--- src/rtl/cordic_iter_engine.sv ---
// Iterative CORDIC engine: one shift-add stage reused ITER times per request.
// Rotation gives cos/sin over the full circle; vectoring gives magnitude/atan2.
module cordic_iter_engine #(
   parameter int DATA_WIDTH = 16,
   parameter int ITER       = 14,
   parameter int GUARD      = 4
) (
   input  logic                  clk,
   input  logic                  rst,
   input  logic                  in_valid,
   output logic                  in_ready,
   input  logic                  in_mode,
   input  logic [DATA_WIDTH-1:0] in_x,
   input  logic [DATA_WIDTH-1:0] in_y,
   input  logic [DATA_WIDTH-1:0] in_z,
   output logic                  out_valid,
   input  logic                  out_ready,
   output logic [DATA_WIDTH-1:0] out_x,
   output logic [DATA_WIDTH-1:0] out_y,
   output logic [DATA_WIDTH-1:0] out_z,
   output logic                  out_ovf
);
   localparam int W  = DATA_WIDTH;
   localparam int ZW = W + GUARD;
   // Two growth bits: a full-scale diagonal vector grows by sqrt(2)*K ~ 2.33 before Kinv.
   localparam int IW = W + GUARD + 2;
   localparam int FX = W - 2 + GUARD;
   localparam int KW = ZW + 1;
   localparam int PW = IW + KW;
   localparam int SH = GUARD + ZW;
   localparam int CW = 5;

   typedef enum logic [2:0] {S_IDLE, S_PRE, S_ITER, S_POST, S_DONE} state_e;

   // 1/K = 1/sqrt(prod(1 + 4^-i)), evaluated in wide fixed point at elaboration.
   function automatic logic [ZW-1:0] kinv_calc();
      logic [127:0] p;
      logic [127:0] num;
      logic [63:0]  root;
      logic [63:0]  trial;
      p = 128'd1 << 60;
      for (int i = 0; i < ITER; i++) p = p + (p >> (2 * i));
      root = '0;
      for (int b = 63; b >= 0; b--) begin
         trial = root | (64'd1 << b);
         if ({64'd0, trial} * {64'd0, trial} <= (p << 60)) root = trial;
      end
      num = (128'd1 << (ZW + 60)) + {65'd0, root[63:1]};
      return ZW'(num / {64'd0, root});
   endfunction

   function automatic logic [ZW-1:0] atan_rnd(input logic [CW-1:0] idx);
      logic [31:0] c;
      case (idx)
         5'd0:  c = 32'h20000000;
         5'd1:  c = 32'h12E4051E;
         5'd2:  c = 32'h09FB385B;
         5'd3:  c = 32'h051111D4;
         5'd4:  c = 32'h028B0D43;
         5'd5:  c = 32'h0145D7E1;
         5'd6:  c = 32'h00A2F61E;
         5'd7:  c = 32'h00517C55;
         5'd8:  c = 32'h0028BE53;
         5'd9:  c = 32'h00145F2F;
         5'd10: c = 32'h000A2F98;
         5'd11: c = 32'h000517CC;
         5'd12: c = 32'h00028BE6;
         5'd13: c = 32'h000145F3;
         5'd14: c = 32'h0000A2FA;
         5'd15: c = 32'h0000517D;
         5'd16: c = 32'h000028BE;
         5'd17: c = 32'h0000145F;
         5'd18: c = 32'h00000A30;
         5'd19: c = 32'h00000518;
         5'd20: c = 32'h0000028C;
         5'd21: c = 32'h00000146;
         5'd22: c = 32'h000000A3;
         5'd23: c = 32'h00000051;
         default: c = 32'h0;
      endcase
      c = c + (32'd1 << (31 - ZW));
      return ZW'(c >> (32 - ZW));
   endfunction

   localparam logic signed [KW-1:0] KINV    = {1'b0, kinv_calc()};
   localparam logic signed [IW-1:0] ONE     = {{(IW-FX-1){1'b0}}, 1'b1, {FX{1'b0}}};
   localparam logic signed [IW-1:0] IN_MIN  = {3'b111, {(W+GUARD-1){1'b0}}};
   localparam logic signed [IW-1:0] IN_MAX  = {3'b000, {(W-1){1'b1}}, {GUARD{1'b0}}};
   localparam logic signed [PW-1:0] HALF    = {{(PW-SH){1'b0}}, 1'b1, {(SH-1){1'b0}}};
   localparam logic signed [PW-1:0] SAT_MAX = {{(PW-W+1){1'b0}}, {(W-1){1'b1}}};
   localparam logic signed [PW-1:0] SAT_MIN = {{(PW-W+1){1'b1}}, {(W-1){1'b0}}};
   localparam logic [ZW-1:0]        Z_HALF  = {{(ZW-GUARD){1'b0}}, 1'b1, {(GUARD-1){1'b0}}};

   function automatic logic signed [IW-1:0] neg_sat(input logic signed [IW-1:0] v);
      return (v == IN_MIN) ? IN_MAX : -v;
   endfunction

   // Returns {clipped, value}.
   function automatic logic [W:0] sat_w(input logic signed [PW-1:0] v);
      if (v > SAT_MAX)      return {1'b1, SAT_MAX[W-1:0]};
      else if (v < SAT_MIN) return {1'b1, SAT_MIN[W-1:0]};
      else                  return {1'b0, v[W-1:0]};
   endfunction

   state_e                 state_q, state_d;
   logic                   mode_q, mode_d, neg_q, neg_d;
   logic [CW-1:0]          i_q, i_d;
   logic signed [IW-1:0]   x_q, x_d, y_q, y_d;
   logic [ZW-1:0]          z_q, z_d;
   logic                   in_ready_q, in_ready_d, out_valid_q, out_valid_d;
   logic [W-1:0]           out_x_q, out_x_d, out_y_q, out_y_d, out_z_q, out_z_d;
   logic                   out_ovf_q, out_ovf_d;
   logic                   rot_pos;
   logic signed [IW-1:0]   xs, ys;
   logic [ZW-1:0]          at, z_fin;
   logic signed [PW-1:0]   prod_x, prod_y;
   logic [W:0]             sx, sy;

   always_comb begin
      // NOTE: every variable gets a default first so no path leaves a latch behind.
      state_d     = state_q;
      mode_d      = mode_q;
      neg_d       = neg_q;
      i_d         = i_q;
      x_d         = x_q;
      y_d         = y_q;
      z_d         = z_q;
      in_ready_d  = in_ready_q;
      out_valid_d = out_valid_q;
      out_x_d     = out_x_q;
      out_y_d     = out_y_q;
      out_z_d     = out_z_q;
      out_ovf_d   = out_ovf_q;

      rot_pos = mode_q ? y_q[IW-1] : ~z_q[ZW-1];
      xs      = x_q >>> i_q;
      ys      = y_q >>> i_q;
      at      = atan_rnd(i_q);
      prod_x  = x_q * KINV;
      prod_y  = y_q * KINV;
      if (!mode_q && neg_q) begin
         prod_x = -prod_x;
         prod_y = -prod_y;
      end
      sx    = sat_w((prod_x + HALF) >>> SH);
      sy    = sat_w((prod_y + HALF) >>> SH);
      z_fin = (mode_q && neg_q) ? {~z_q[ZW-1], z_q[ZW-2:0]} : z_q;

      case (state_q)
         S_IDLE: if (in_valid) begin
            mode_d     = in_mode;
            x_d        = {{2{in_x[W-1]}}, in_x, {GUARD{1'b0}}};
            y_d        = {{2{in_y[W-1]}}, in_y, {GUARD{1'b0}}};
            z_d        = {in_z, {GUARD{1'b0}}};
            in_ready_d = 1'b0;
            state_d    = S_PRE;
         end
         S_PRE: begin
            i_d     = '0;
            neg_d   = 1'b0;
            state_d = S_ITER;
            if (!mode_q) begin
               x_d = ONE;
               y_d = '0;
               // |angle| >= pi/2: shift by pi into the convergent range, undo by negation later.
               if (z_q[ZW-1] ^ z_q[ZW-2]) begin
                  z_d   = {~z_q[ZW-1], z_q[ZW-2:0]};
                  neg_d = 1'b1;
               end
            end else begin
               z_d = '0;
               if (x_q[IW-1]) begin
                  x_d   = neg_sat(x_q);
                  y_d   = neg_sat(y_q);
                  neg_d = 1'b1;
               end
            end
         end
         S_ITER: begin
            if (rot_pos) begin
               x_d = x_q - ys;
               y_d = y_q + xs;
               z_d = z_q - at;
            end else begin
               x_d = x_q + ys;
               y_d = y_q - xs;
               z_d = z_q + at;
            end
            if (i_q == CW'(ITER - 1)) state_d = S_POST;
            else                      i_d     = i_q + 1'b1;
         end
         S_POST: begin
            out_x_d     = sx[W-1:0];
            out_y_d     = sy[W-1:0];
            out_ovf_d   = sx[W] | sy[W];
            out_z_d     = W'((z_fin + Z_HALF) >> GUARD);
            out_valid_d = 1'b1;
            state_d     = S_DONE;
         end
         S_DONE: if (out_ready) begin
            out_valid_d = 1'b0;
            in_ready_d  = 1'b1;
            state_d     = S_IDLE;
         end
         default: state_d = S_IDLE;
      endcase
   end

   // NOTE: state registers use non-blocking assignments so all flops update from pre-edge values.
   always_ff @(posedge clk or negedge rst) begin
      if (!rst) begin
         state_q     <= S_IDLE;
         mode_q      <= 1'b0;
         neg_q       <= 1'b0;
         i_q         <= '0;
         x_q         <= '0;
         y_q         <= '0;
         z_q         <= '0;
         in_ready_q  <= 1'b1;
         out_valid_q <= 1'b0;
         out_x_q     <= '0;
         out_y_q     <= '0;
         out_z_q     <= '0;
         out_ovf_q   <= 1'b0;
      end else begin
         state_q     <= state_d;
         mode_q      <= mode_d;
         neg_q       <= neg_d;
         i_q         <= i_d;
         x_q         <= x_d;
         y_q         <= y_d;
         z_q         <= z_d;
         in_ready_q  <= in_ready_d;
         out_valid_q <= out_valid_d;
         out_x_q     <= out_x_d;
         out_y_q     <= out_y_d;
         out_z_q     <= out_z_d;
         out_ovf_q   <= out_ovf_d;
      end
   end

   assign in_ready  = in_ready_q;
   assign out_valid = out_valid_q;
   assign out_x     = out_x_q;
   assign out_y     = out_y_q;
   assign out_z     = out_z_q;
   assign out_ovf   = out_ovf_q;
endmodule

--- config.mk ---
export PLATFORM = sky130hd
export DESIGN_NAME = cordic_iter_engine
export DESIGN_NICKNAME = d
export VERILOG_FILES = /design/src/rtl/cordic_iter_engine.sv
export SDC_FILE = /design/constraint.sdc
export NUM_CORES = 2
export LEC_CHECK = 0
export ABC_CLOCK_PERIOD_IN_PS = 26100
export BUFFER_PORTS_ARGS = -buffer_cell sky130_fd_sc_hd__buf_2
export CORE_MARGIN = 2
export CORE_UTILIZATION = 45
export CTS_BUF_LIST = sky130_fd_sc_hd__clkbuf_16
export DETAILED_ROUTE_END_ITERATION = 8
export GPL_ROUTABILITY_DRIVEN = 0
export PLACE_DENSITY = 0.7
export SLEW_MARGIN = 20
export SYNTH_ARGS = -nofsm -noshare
export SYNTH_HDL_FRONTEND = slang
export SYNTH_SLANG_ARGS = --single-unit
export TNS_END_PERCENT = 20
--- constraint.sdc ---
create_clock -name clk -period 26.1 [get_ports clk]
set_input_delay 3.915 -clock clk [delete_from_list [all_inputs] [get_ports clk]]
set_output_delay 3.915 -clock clk [all_outputs]
set_load 0.02 [all_outputs]
; ---- Word-level counts from Yosys, hierarchy flattened
; Memories as Yosys holds them, arrays and structs flattened.
; Cells that the tools add are included.
[totals]
romBits = 960
wordCells = 112
register_bits = 125
in_bits = 53
output_inout_bits = 51
n_memories = 1
[mem_list]
columns = name, words, width, read_ports, rd_clocked_by_memory_dff, write_ports, line_no
row1 = (name not given), 32, 30, 1, 0, 0, 54  ; case (idx)
[op_classes]
magnitude_cmp = 4
reduce_logical = 17
addsub = 15
n_mul = 2
n_mux = 39
eq_ne = 14
n_shift = 2
bitwise_logic = 3
[op_table]
columns = operator, n
row1 = $mux 22, 10
row2 = $pmux 22 s3, 2
row3 = $mux 20, 5
row4 = $add 43x25->43 const B, 2
row5 = $mul 22x21->43 const B, 2
row6 = $mux 43, 2
row7 = $neg 43->43, 2
row8 = $mux 17, 4
row9 = $pmux 20 s3, 1
row10 = $add 22x22->22, 2
row11 = $eq 22x20->1 const B, 2
row12 = $neg 22->22, 2
row13 = $sshr 22x5->22, 2
row14 = $sub 22x22->22, 2
row15 = $gt 19x16->1 const B, 2
row16 = $lt 19x16->1 const B, 2
row17 = $add 32x12->32 const B, 1
row18 = $add 20x20->20, 1
row19 = $add 20x4->20 const B, 1
row20 = $sub 20x20->20, 1
row21 = $pmux 3 s5, 1
row22 = $reduce_and 3->1, 5
row23 = $ne 2x2->1 const B, 5
row24 = $pmux 5 s2, 1
row25 = other kinds (19), 36

; ---- Depth between registers and ports, before layout
[depth]
depth_word = 8
mapped_depth = 35
mapped_depth_nobuf = 33

; ---- Worst setup path after synthesis
; No wires, ideal clock.
[synth_timing]
kind = register to register
start = reg y_q[21]
end = reg out_y_q[0], in the netlist out_y[0]
t_arrival_ns = 9.783
setup_time_ns = 0.076
stages_incl_launch_ff = 30
period_less_slack_ns = 9.860
n_path_buf = 3
setup_slack_ns = 16.240
t_required_ns = 26.024
path_cell_list = dfrtp_1 clkbuf_1 buf_1 xor2_1 fa_1 inv_1 fa_1 fa_1 fa_1 inv_1 fa_1 inv_1 ha_1 a21o_1 a31o_2 a32o_1 or3_1 xor2_1 or4_4 nor4_2 a31oi_1 xnor2_1 or2_2 nor4_1 xnor2_1 nor2_1 o41ai_4 buf_4 o21ai_1 o21ai_1
[synth_between]
elab_chain_len = 7
elab_cells_between_ends = 8
classes_between = 2 x add/sub / 1 x mul / 2 x order compare / 3 x mux
[synth_rtl]
columns = item, line_no
row1 = start: declaration, 108  ; logic signed [IW-1:0] x_q, x_d, y_q, y_d;
row2 = start signal: assignment, 231  ; y_q <= y_d;
row3 = $mul 22x21->43 *, 140  ; prod_y = y_q * KINV;
row4 = $neg 43->43, 143  ; prod_y = -prod_y;
row5 = $mux 43 *, 141  ; if (!mode_q && neg_q) begin
row6 = $add 43x25->43 *, 146  ; sy = sat_w((prod_y + HALF) >>> SH);
row7 = $lt 19x16->1, 101  ; else if (v < SAT_MIN) return {1'b1, SAT_MIN[W-1:0]};
row8 = $mux 17, 101
row9 = $mux 17 *, 100  ; if (v > SAT_MAX) return {1'b1, SAT_MAX[W-1:0]};
row10 = end signal: assignment, 236  ; out_y_q <= out_y_d;
row11 = end: declaration, 111  ; logic [W-1:0] out_x_q, out_x_d, out_y_q, out_y_d, out_z_q, out_z_d;
; Mark *: on every way between the ends. The rest lies on a longest branch, timed or not.
; A chain may end at the register's enable or synchronous reset.

; ---- Worst setup path in the final report
[layout_timing]
start = reg x_q[6]
end = reg out_ovf_q, in the netlist out_ovf
[layout_between]
elab_chain_len = 8
elab_cells_between_ends = 9
classes_between = 2 x add/sub / 1 x mul / 2 x order compare / 3 x mux / 1 x bitwise
[layout_rtl]
columns = item, line_no
row1 = start: declaration, 108
row2 = start signal: assignment, 216  ; x_q <= '0;
row3 = start signal: assignment, 230  ; x_q <= x_d;
row4 = $mul 22x21->43 *, 139  ; prod_x = x_q * KINV;
row5 = $neg 43->43, 142  ; prod_x = -prod_x;
row6 = $mux 43 *, 141
row7 = $add 43x25->43 *, 145  ; sx = sat_w((prod_x + HALF) >>> SH);
row8 = $lt 19x16->1, 101
row9 = $mux 17, 101
row10 = $mux 17 *, 100
row11 = $or 1x1->1 *, 195  ; out_ovf_d = sx[W] | sy[W];
row12 = end signal: assignment, 238  ; out_ovf_q <= out_ovf_d;
row13 = end: declaration, 112  ; logic out_ovf_q, out_ovf_d;
; Marks and branches as above.

==> metrics <==
die area 84,100 µm²; Nets 5,329; clock slew at reported path FFs 0.06 ns; WL final 101 mm; number of DRC markers in iteration 0 2,255; Worst Setup Path Type register to register; Synth async-reset ratio 100%; flops & latches, synth 125; DR WL/cell 18.9 µm; # resized after CTS 0; register area share after synthesis 8.50%; CTS HTree Levels 4; hold slack 0.473 ns; Routed Antenna Nets 0; fin crit share 41.2%; TritonCTS Buffers 17; ant diodes 0; fmax 93.0 MHz; Post-CTS Hold Buffers 0; synth top area cells fa_1, ha_1, dfrtp_1; first-pass GRT wire length 167 mm; Via Count 30.6k; crit end category register; grt total ovfl 0; core area 80,800 µm²; Setup Skew 0.0190 ns; CTS Buffer Depth 2; overall routing resource usage 24.7%; syn_nets 5,317; Most Frequent Cell on Critical Path fa_1; CTS tree yes; Die X 290 µm; chip height 290 µm; Avg Inst Size Synth 8.59 µm²; initial antenna violation count 1; total clock sinks 125; Final Hold Vio Count 0; I/O Pins 104; post-route minimum period 10.76 ns; slowest cell delay on critical path 0.88 ns; Mapped Cells 4,286; post-synthesis cell type count 106; Root Driver clkbuf_16; slew at the pin closest to its max-slew limit 1.06 ns; Fin Setup TNS 0 ns; RSZ-0062 raised after global routing no; fillcell total 7,615; Syn Std Cell Area 36,800 µm²; clock insertion delay at the later pin of the skew report 0.49 ns; largest net degree at the start of global routing 92; Hold Crit Class register to register; Critical Path Source Type register; Setup Fix Bufs, Post-CTS 0; Data required, critical path 26.50 ns; final slew viol count 0; row cnt 104; CP arrival 11.16 ns; post-synth top area cell fa_1; Synth-to-Final Area Change 5.87%; share of cells above drive strength 1 6.33%; number of global-route vias before repair 30.5k; # setup viols final 0; post-DR vias/cell 5.69; most used flip-flop cell after synthesis dfrtp_1; Initial DRT Pass Iterations 5; number of max-cap violations 0; Slew headroom 28.7%; worst-path cell with the longest stage delay nor4bb_1; DPL Wire Length 81.9 mm; EDFF count, synth 0; Ys Warns 0; status finished clean; I/O Buffers 103; # DRC 0; Initial Util 45.6%; share of Yosys cell area claimed by the top area cell type 25.7%; Max FO, Critical Path 16
state kept, by name (all words and copies together), names as in the netlist:
| register | count |
|---|---|
| x_q | 22 |
| y_q | 22 |
| z_q | 20 |
| out_x | 16 |
| out_y | 16 |
| out_z | 16 |
| i_q | 5 |
| state_q | 3 |
| in_ready | 1 |
| mode_q | 1 |
| neg_q | 1 |
| out_ovf | 1 |
| out_valid | 1 |
worst max-delay path, delay by kind of cell, from the launching register on:
kind / cells / cell delay [ns]
xor+xnor: 1 / 0.27
compound gates: 8 / 2.27
fa+ha+maj: 8 / 3.97
flops: 1 / 0.67
buf+inv: 4 / 0.59
simple gates: 6 / 2.86
worst paths after layout:
path / cells after the start / slack (ns) / end / startpoint
max in group asynchronous: 2 / 21.17 / x_q[21] / rst
worst max-delay path: 27 / 15.34 / out_ovf / x_q[6]
worst min-delay path: 2 / 0.47 / out_z[6] / out_z[6]
worst max register to register: 27 / 15.34 / out_ovf / x_q[6]
worst min register to register: 2 / 0.47 / out_z[6] / out_z[6]
min in group asynchronous: 1 / 3.41 / z_q[3] / rst
cells by family (layout without fill, tap and decap cells):
kind of cell / count (synthesis) / count (layout) / share of synthesized area [%]
flops: 125 / 125 / 8.50
fa+ha+maj: 979 / 979 / 42.9
xor+xnor: 303 / 303 / 7.25
compound gates: 969 / 969 / 16.6
buf+inv: 829 / 854 / 8.55
mux: 82 / 82 / 3.05
simple gates: 999 / 999 / 13.2
Yosys cell counts, drive strengths merged (14+ instances only):
cell / instances
nor2: 219
and2: 36
o21a: 24
ha: 506
nor3: 68
nand3: 73
or2: 17
buf: 20
nor4: 14
a21oi: 281
a31oi: 44
and3: 42
dfrtp: 124
o211ai: 22
mux2i: 48
a21boi: 22
a22oi: 16
mux4: 23
inv: 676
o31ai: 18
xnor2: 207
fa: 472
xor2: 96
o31a: 16
nor2b: 29
or3: 20
nand2: 362
nand4: 27
o21ai: 275
nand2b: 30
clkbuf: 132
a221oi: 28
a211oi: 43
a21o: 48
stage by stage:
step	util [%]	std cells	setup slack [ns]	cell area, µm²
floorplan	-	4286	16.24	36800
global placement	47.6	5339	15.32	38400
detailed placement	47.6	5339	15.51	38400
CTS	48.2	5371	15.47	39000
global route	48.2	5371	14.55	39000
finish	48.2	5371	15.34	39000
layout make-up:
class                      instances  area, µm²  area share, %
clock buffer                      17        425           1.09
clock inverter                    15        124          0.318
inverter                         677       2540           6.52
multi-input combinational       3332      30600           78.5
sequential                       125       3140           8.05
tap                             1060       1330           3.40
timing repair buffer             145        837           2.15
layout by cell type (no fill, tap or decap), types with 21 or more instances in the layout:
| cell | count |
|---|---|
| a21oi_1 | 280 |
| xnor2_1 | 205 |
| a221oi_1 | 28 |
| nand2_1 | 362 |
| mux4_2 | 23 |
| dfrtp_1 | 119 |
| a21o_1 | 48 |
| fa_1 | 472 |
| and2_1 | 34 |
| nor2b_1 | 28 |
| nand3_1 | 73 |
| a21boi_0 | 21 |
| buf_4 | 42 |
| mux2i_1 | 46 |
| nand2b_1 | 30 |
| nor2_1 | 218 |
| ha_1 | 506 |
| o21a_1 | 24 |
| xor2_1 | 96 |
| nand4_1 | 27 |
| o211ai_1 | 22 |
| o21ai_1 | 27 |
| a211oi_1 | 42 |
| nor3_1 | 67 |
| buf_2 | 102 |
| o21ai_0 | 244 |
| and3_1 | 42 |
| a31oi_1 | 44 |
| inv_1 | 676 |
per-layer routing:
| layer | global-route usage (%) | wire length (µm) | share of wire [%] | up-vias |
|---|---|---|---|---|
| met2 | 38.1 | 45300 | 45 | 1054 |
| met1 | 34.9 | 45800 | 45 | 14800 |
| met3 | 4.73 | 7320 | 7.2 | 157 |
| met5 | 0 | 0 | 0 | - |
| met4 | 7.81 | 3090 | 3.0 | 0 |
| li1 | - | - | - | 14500 |
Power is not shown: default switching activity piles up to over one toggle a cycle in this logic, so the estimate is an artifact.
